`src/rtl/pulse_gen_multi.sv`:
```
// rtl/pulse_gen_multi.sv - multi-channel debounced push-button pulse generator with auto-repeat
module pulse_gen_multi #(
  parameter int N_CH            = 4,
  parameter int DEBOUNCE_CYCLES = 4,
  parameter int PULSE_LEN       = 1,
  parameter int REPEAT_DELAY    = 8,
  parameter int REPEAT_PERIOD   = 4
) (
  input  logic            clk,
  input  logic            rst,
  input  logic [N_CH-1:0] btn,
  input  logic [N_CH-1:0] rep_en,
  output logic [N_CH-1:0] pulso,
  output logic [N_CH-1:0] held,
  output logic            any_pulse
);

  // One counter per channel serves every state, so it is sized for the largest limit.
  localparam int MAX_A   = (DEBOUNCE_CYCLES > PULSE_LEN) ? DEBOUNCE_CYCLES : PULSE_LEN;
  localparam int MAX_B   = (REPEAT_DELAY > REPEAT_PERIOD) ? REPEAT_DELAY : REPEAT_PERIOD;
  localparam int CNT_MAX = (MAX_A > MAX_B) ? MAX_A : MAX_B;
  localparam int CW      = (CNT_MAX < 2) ? 1 : $clog2(CNT_MAX);

  localparam logic [CW-1:0] DB_LAST  = CW'(DEBOUNCE_CYCLES - 1);
  localparam logic [CW-1:0] PL_LAST  = CW'(PULSE_LEN - 1);
  localparam logic [CW-1:0] RD_LAST  = CW'(REPEAT_DELAY - 1);
  localparam logic [CW-1:0] RP_LAST  = CW'(REPEAT_PERIOD - 1);
  localparam logic [CW-1:0] CNT_SAT  = '1;

  typedef enum logic [2:0] {
    IDLE     = 3'd0,
    DB_PRESS = 3'd1,
    PULSE    = 3'd2,
    HOLD     = 3'd3,
    DB_REL   = 3'd4
  } state_t;

  logic [N_CH-1:0] sync1_q;
  logic [N_CH-1:0] sync2_q;
  logic [N_CH-1:0] pulso_nxt;
  logic            any_pulse_q;

  // Two-flop synchronizer on the raw button levels; FSMs only see sync2_q.
  always_ff @(posedge clk or negedge rst) begin
    if (!rst) begin
      sync1_q <= '0;
      sync2_q <= '0;
    end else begin
      sync1_q <= btn;
      sync2_q <= sync1_q;
    end
  end

  for (genvar i = 0; i < N_CH; i++) begin : g_ch
    state_t          state_q, state_d;
    logic [CW-1:0]   cnt_q, cnt_d;
    logic            first_q, first_d;
    logic            pulso_q, held_q;
    logic            btn_s;
    logic [CW-1:0]   lim_last;

    assign btn_s    = sync2_q[i];
    // The first repeat waits the long delay; later ones use the short period.
    assign lim_last = first_q ? RD_LAST : RP_LAST;

    // Next-state logic; every state change reloads the counter with zero.
    always_comb begin
      state_d = state_q;
      cnt_d   = cnt_q;
      first_d = first_q;
      case (state_q)
        IDLE: begin
          if (btn_s) begin
            state_d = DB_PRESS;
            cnt_d   = '0;
            first_d = 1'b1;
          end
        end
        DB_PRESS: begin
          if (!btn_s) begin
            state_d = IDLE;
            cnt_d   = '0;
          end else if (cnt_q == DB_LAST) begin
            state_d = PULSE;
            cnt_d   = '0;
          end else begin
            cnt_d = cnt_q + 1'b1;
          end
        end
        PULSE: begin
          // A release during the pulse is ignored; the pulse always runs full length.
          if (cnt_q == PL_LAST) begin
            state_d = HOLD;
            cnt_d   = '0;
          end else begin
            cnt_d = cnt_q + 1'b1;
          end
        end
        HOLD: begin
          // >= lets a late rep_en fire at once from a saturated count.
          if (!btn_s) begin
            state_d = DB_REL;
            cnt_d   = '0;
          end else if (rep_en[i] && (cnt_q >= lim_last)) begin
            state_d = PULSE;
            cnt_d   = '0;
            first_d = 1'b0;
          end else if (cnt_q != CNT_SAT) begin
            cnt_d = cnt_q + 1'b1;
          end
        end
        DB_REL: begin
          if (btn_s) begin
            state_d = HOLD;
            cnt_d   = '0;
          end else if (cnt_q == DB_LAST) begin
            state_d = IDLE;
            cnt_d   = '0;
          end else begin
            cnt_d = cnt_q + 1'b1;
          end
        end
        default: begin
          state_d = IDLE;
          cnt_d   = '0;
        end
      endcase
    end

    // State, counter, repeat flag and Moore outputs decoded from the next state.
    always_ff @(posedge clk or negedge rst) begin
      if (!rst) begin
        state_q <= IDLE;
        cnt_q   <= '0;
        first_q <= 1'b0;
        pulso_q <= 1'b0;
        held_q  <= 1'b0;
      end else begin
        state_q <= state_d;
        cnt_q   <= cnt_d;
        first_q <= first_d;
        pulso_q <= (state_d == PULSE);
        held_q  <= (state_d == PULSE) || (state_d == HOLD) || (state_d == DB_REL);
      end
    end

    assign pulso_nxt[i] = (state_d == PULSE);
    assign pulso[i]     = pulso_q;
    assign held[i]      = held_q;
  end

  // any_pulse is registered from the same next-state terms so it aligns with pulso.
  always_ff @(posedge clk or negedge rst) begin
    if (!rst) begin
      any_pulse_q <= 1'b0;
    end else begin
      any_pulse_q <= |pulso_nxt;
    end
  end

  assign any_pulse = any_pulse_q;

endmodule
```
`config.mk`:
```
export PLATFORM = sky130hd
export DESIGN_NAME = pulse_gen_multi
export DESIGN_NICKNAME = d
export VERILOG_FILES = /design/src/rtl/pulse_gen_multi.sv
export SDC_FILE = /design/constraint.sdc
export NUM_CORES = 1
export LEC_CHECK = 0
export CAP_MARGIN = 5
export CORE_AREA = 2 2 86 88
export CTS_CLUSTER_SIZE = 20
export DETAILED_ROUTE_END_ITERATION = 10
export DIE_AREA = 0 0 88 90
export GPL_TIMING_DRIVEN = 1
export SKIP_CTS_REPAIR_TIMING = 1
export SYNTH_ARGS = -nofsm -noshare
export SYNTH_HDL_FRONTEND = slang
export SYNTH_SLANG_ARGS = --single-unit
```
`constraint.sdc`:
```
create_clock -name clk -period 2.5 [get_ports clk]
set_clock_uncertainty 0.2 [all_clocks]
set_input_delay 0.5 -clock clk [delete_from_list [all_inputs] [get_ports clk]]
set_output_delay 0.5 -clock clk [all_outputs]
set_load 0.005 [all_outputs]
```
# After elaboration in Yosys (flattened, before gate mapping)
# Cells that the tools add are included.
# word_totals
ff_bits	45
in_bits	10
output_inout_bits	9
word_cells	208
# classes
addsub	4
magnitude_cmp	4
n_eq_ne	52
n_mux	92
n_reduce_logical	33
# ops
op	count
$mux 3	68
$pmux 3 s5	8
$eq 3x2->1 const B	20
$eq 3x3->1 const B	8
$logic_not 3->1	8
$ne 2x2->1 const B	12
$ne 4x4->1 const B	4
$reduce_and 4->1	4
$add 3x1->3 const B	4
$eq 3x1->1 const B	4
$ge 3x3->1	4
$mux 1	12
$ne 3x3->1 const B	4
$logic_or 1x1->1	8
$pmux 1 s2	4
$reduce_and 2->1	4
$reduce_bool 2->1	4
$logic_and 1x1->1	4
$reduce_or 4->1	1

# Depth between registers and ports, before layout
# depth
depth_word	9
ltp_mapped	7
ltp_nobuf	7

# Worst setup path before layout
# Ideal clock, no wire load.
# synth_timing
path_kind	reg-to-reg
from	reg g_ch[2].cnt_q[2]
to	reg any_pulse_q, in the netlist any_pulse
setup_time_ns	0.139
t_arrival_ns	2.017
required_time_ns	2.161
slack_ns	0.144
path_stages_with_launch	7
path_buffers	0
period_less_slack_ns	2.356
cell_sequence	dfrtp_1 -> ha_1 -> o21a_1 -> a2111oi_4 -> or2b_2 -> nor2b_2 -> or4_4
# synth_via
elab_chain_cells	7
elab_cells_between_ends	14
cone_classes	order compare: 1; eq/ne: 2; mux: 8; reduce/logical: 3
# synth_rtl
element	line	rtl
start, declared	56	logic [CW-1:0] cnt_q, cnt_d;
start signal, assigned	140	cnt_q <= cnt_d;
$ge 3x3->1	104	end else if (rep_en[i] && (cnt_q >= lim_last)) begin
$logic_and 1x1->1	104	
$mux 3	104	
$mux 3	101	if (!btn_s) begin
$pmux 3 s5 (*)	71	case (state_q)
named net g_ch[2].state_d[0]	55	state_t state_q, state_d;
$eq 3x2->1 (*)	147	assign pulso_nxt[i] = (state_d == PULSE);
named net pulso_nxt[2]	40	logic [N_CH-1:0] pulso_nxt;
$reduce_or 4->1 (*)	157	any_pulse_q <= |pulso_nxt;
end signal, assigned	157	
end, declared	41	logic any_pulse_q;
# The timed path passes the listed nets; every way through them passes the cells marked *.
# A chain may end at the register's enable or synchronous reset.

# Final worst setup path
# layout_timing
from	reg g_ch[3].first_q
to	reg any_pulse_q, in the netlist any_pulse
# layout_via
elab_chain_cells	8
# layout_rtl
element	line	rtl
start, declared	57	logic first_q, first_d;
start signal, assigned	141	first_q <= first_d;
$mux 3	64	assign lim_last = first_q ? RD_LAST : RP_LAST;
$ge 3x3->1	104	
$logic_and 1x1->1	104	
$mux 3	104	
$mux 3	101	
$pmux 3 s5	71	
named net g_ch[3].state_d[0]	55	
$eq 3x2->1	147	
named net pulso_nxt[3]	40	
$reduce_or 4->1	157	
# The timed path passes the listed nets, and every way through them passes these cells.

==> results <==
- The post-synthesis async set-or-reset flop share is 1.000.
- Across all setup checks in the final design, the least slack found is 158.9 ps.
- After clock tree synthesis, the clock-pin slew on the worst setup and hold paths is 80 ps.
- The total power after layout is 1.706 mW.
- The standard cell with the maximum stage delay on the critical path is or4_4.
- The number of distinct library cells after synthesis is 49.
- The net count after synthesis is 321.
- The final critical-path share of the clock period is 0.9364.
- The number of hold violations in the final report is 6.
- By startpoint and endpoint, the worst setup path is classified as reg -> reg.
- The number of violations of the max-capacitance limit is 0.
- Timing would allow up to 427.1 MHz.
- During I/O placement, the number of pins put on the boundary was 19.
- The final route contains 2002 vias.
- The pin count of the biggest net entering global routing is 27.
- The total negative slack is 0 ps.
- The worst slack at placement is 26.56 ps.
- The number of antenna violations at the first check in global routing is 0.
- The tree is rooted in a clkbuf_8.
- Setup repair after global routing left no endpoint under its margin.
- The starting density of the core is 0.3908.
- The number of standard-cell rows in the floorplan is 31.
- The number of nets still failing antenna checks after routing is 0.
- After detailed routing, the number of vias per cell comes to 4.993.
- The required time of the worst setup path is 2470 ps.
- Yosys mapped a number of flops with a built-in enable equal to 0.
- The routed wire length is 4.835 mm.
- The routed wire length per instance is 12.06 µm.
- For this design the ratio of total power to cell area is 550.5 mW/mm².
- After detailed routing, the number of remaining DRC violations is 0.
- The number of clock buffers added by TritonCTS is 5.
- For this run, the register share of the synthesized area comes to 0.4104.
- Final hold analysis gives a worst-case slack of -6.281 ps.
- The number of antenna diodes in the final layout is 0.
- The slew at the pin closest to its max-slew limit is 587.8 ps.
- The clock passes through at most 2 buffers.
- The first detailed-routing pass ran for 4 iterations.
- The mapped cell area is 0.002744 mm².
- Detailed placement ended at an HPWL of 3.663 mm.
- The signal on the critical path passes through inv_1 > ha_1 > a211o_1 > a211oi_2 > a221o_2 > and2b_1 > or4_4.
- STA classifies the critical path startpoint as a register.
- Headroom to the max-slew limit came out at 0.6082.
- The area enclosed by the die boundary is 0.007920 mm².
- For this run, the total global-route usage over all layers was measured as 0.1314.
- Synthesis produced 287 cells.
- The number of slew-limit violations in the final report is 0.
- The count of warnings emitted by yosys is 0.
- The static leakage is 1.370 nW.
- In this run the number of H-tree levels came out at 2.
- STA classifies the critical path endpoint as a register.
- The count of nets after finishing is 335.
- The die is 88 µm wide.
- The die is 90 µm tall.
- Summed over all layers, the global routing overflow is 0.
- The clock tree from TritonCTS is done.
- The post-layout minimum cycle time is 2341 ps.
- The average cell area after synthesis is 9.561 µm².
- The critical path's largest stage delay is 500 ps.
- The number of buffer cells added on primary ports is 18.
- The clock latency reported for the late side of the worst-skew pair is 290 ps.
- The top flip-flop cell by instance count after synthesis is dfrtp_1.
- The first global-routing pass estimated 8.445 mm of wire.
- Of the cells placed in the final design, the portion with a size suffix greater than 1 is 0.1126.
- The tree built by TritonCTS fans out to 45 sinks.
- The run finished, with violations left.
- The checks that failed: negative hold slack.
- Along the worst path, the maximum fanout reaches 3.
- For this block, the initial DRC count from the detailed router was 67.
- The critical path's top delay family is compound AO/OA/AOI/OAI gates.
- The final-report setup violation count is 0.
- The via count of the first global-routing pass was 1906.
- The core box area is 0.007020 mm².
- The peak supply drop is 268.8 µV.
- Together, buffers and inverters on the worst path number 1.
- The area overhead of the layout relative to synthesis is 12.95%.
- The congestion estimate from routability-driven global placement came to 0.7688.
- The register bit count reported by yosys is 45.
- Data arrives at the worst endpoint at 2310 ps.
- The min-delay analysis places its worst path in the category in -> async.
==> cells in the final DEF, fill, tap and decap left out, types with 2 or more instances in the layout <==
cell type        instances
ha_1                    24
dfrtp_1                 45
a211oi_1                 3
a21oi_1                 23
nor2_1                  21
mux2_2                   3
nor3_1                   3
a2111oi_4                2
clkdlybuf4s50_1         17
a211o_1                  4
o31ai_1                  5
nand3b_1                 4
nor3b_1                  4
o31a_1                   2
and3_1                   2
o2bb2ai_1                4
o21ai_0                 10
o32ai_1                  2
o22ai_1                  3
o21a_1                   5
and2_1                   4
clkbuf_8                 7
or3_1                    3
or2_2                    5
inv_1                   26
nand4_1                  2
nor2b_1                 10
nand2b_1                11
buf_4                    9
nand2_1                 15
a22o_1                   4
==> synthesized netlist by cell type (all sizes together) (6+ instances only) <==
master,number,area (µm²)
nand2,15,56.30
inv,27,101.3
nor2b,11,71.32
a21oi,23,115.1
o21ai,10,50.05
nor2,21,78.83
nand2b,11,68.82
buf,14,90.09
dfrtp,45,1126
clkbuf,6,22.52
ha,24,300.3
==> area by class of cell <==
class	count	area, µm²
fillers	687	3921
multi-input cells	195	1404
flip-flops and latches	45	1126
repair buffers	27	242.7
well taps	99	123.9
inverters	27	101.3
clock buffers	7	96.34
clock inverters	1	5.005
==> path summary, 6_finish.rpt <==
check                           startpoint               end  slack, ps  depth (start not counted)
max in group asynchronous              rst    g_ch[2].held_q       1520                          2
min                                    rst  g_ch[2].cnt_q[0]         -6                          1
max                        g_ch[3].first_q         any_pulse        160                          7
min reg2reg                     sync1_q[1]        sync2_q[1]        150                          0
max reg2reg                g_ch[3].first_q         any_pulse        160                          7
min in group clk                sync1_q[1]        sync2_q[1]        150                          0
==> report_power, final <==
| group | total (mW) | switching, mW | internal, mW |
|---|---|---|---|
| registers | 0.877 | 0.0837 | 0.794 |
| logic | 0.338 | 0.165 | 0.174 |
| clock network | 0.490 | 0.240 | 0.250 |
==> logic make-up (layout without fill, tap and decap cells) <==
logic type	count (synthesis)	after routing	share of synthesized area
AO/OA/AOI/OAI	77	77	0.2070
XOR/XNOR	1	1	0.003193
adder cells (fa/ha/maj)	24	24	0.1094
buffers and inverters	47	62	0.07797
flip-flops	45	45	0.4104
multiplexers	4	4	0.01596
AND/OR/NAND/NOR	89	89	0.1760
==> sequential cells by signal, indices dropped and copies added, names as in the netlist <==
name,cells
any_pulse,1
g_ch.held_q,4
g_ch.state_q,12
sync2_q,4
g_ch.pulso_q,4
g_ch.first_q,4
g_ch.cnt_q,12
sync1_q,4
==> worst register-to-register path: cells and delay by family (launching register included) <==
family / cells / cell delay, ps
flops: 1 / 380
fa+ha+maj: 1 / 200
compound gates: 3 / 710
simple gates: 2 / 690
buf+inv: 1 / 50
==> stage by stage <==
| stage | instance area [µm²] | util | instances |
|---|---|---|---|
| CTS | 3099 | 0.4415 | 401 |
| global placement | 2998 | 0.4270 | 393 |
| finish | 3099 | 0.4415 | 401 |
| global route | 3099 | 0.4415 | 401 |
| detailed placement | 2998 | 0.4270 | 393 |
| floorplan | 2744 | - | 287 |
==> layer usage <==
metal,wire length (µm),GRT usage
met3,146,0.03030
met4,29,0.03462
met1,2406,0.1824
met2,2252,0.2052
met5,0,0
Note: power is estimated with default switching activity, not from simulation.
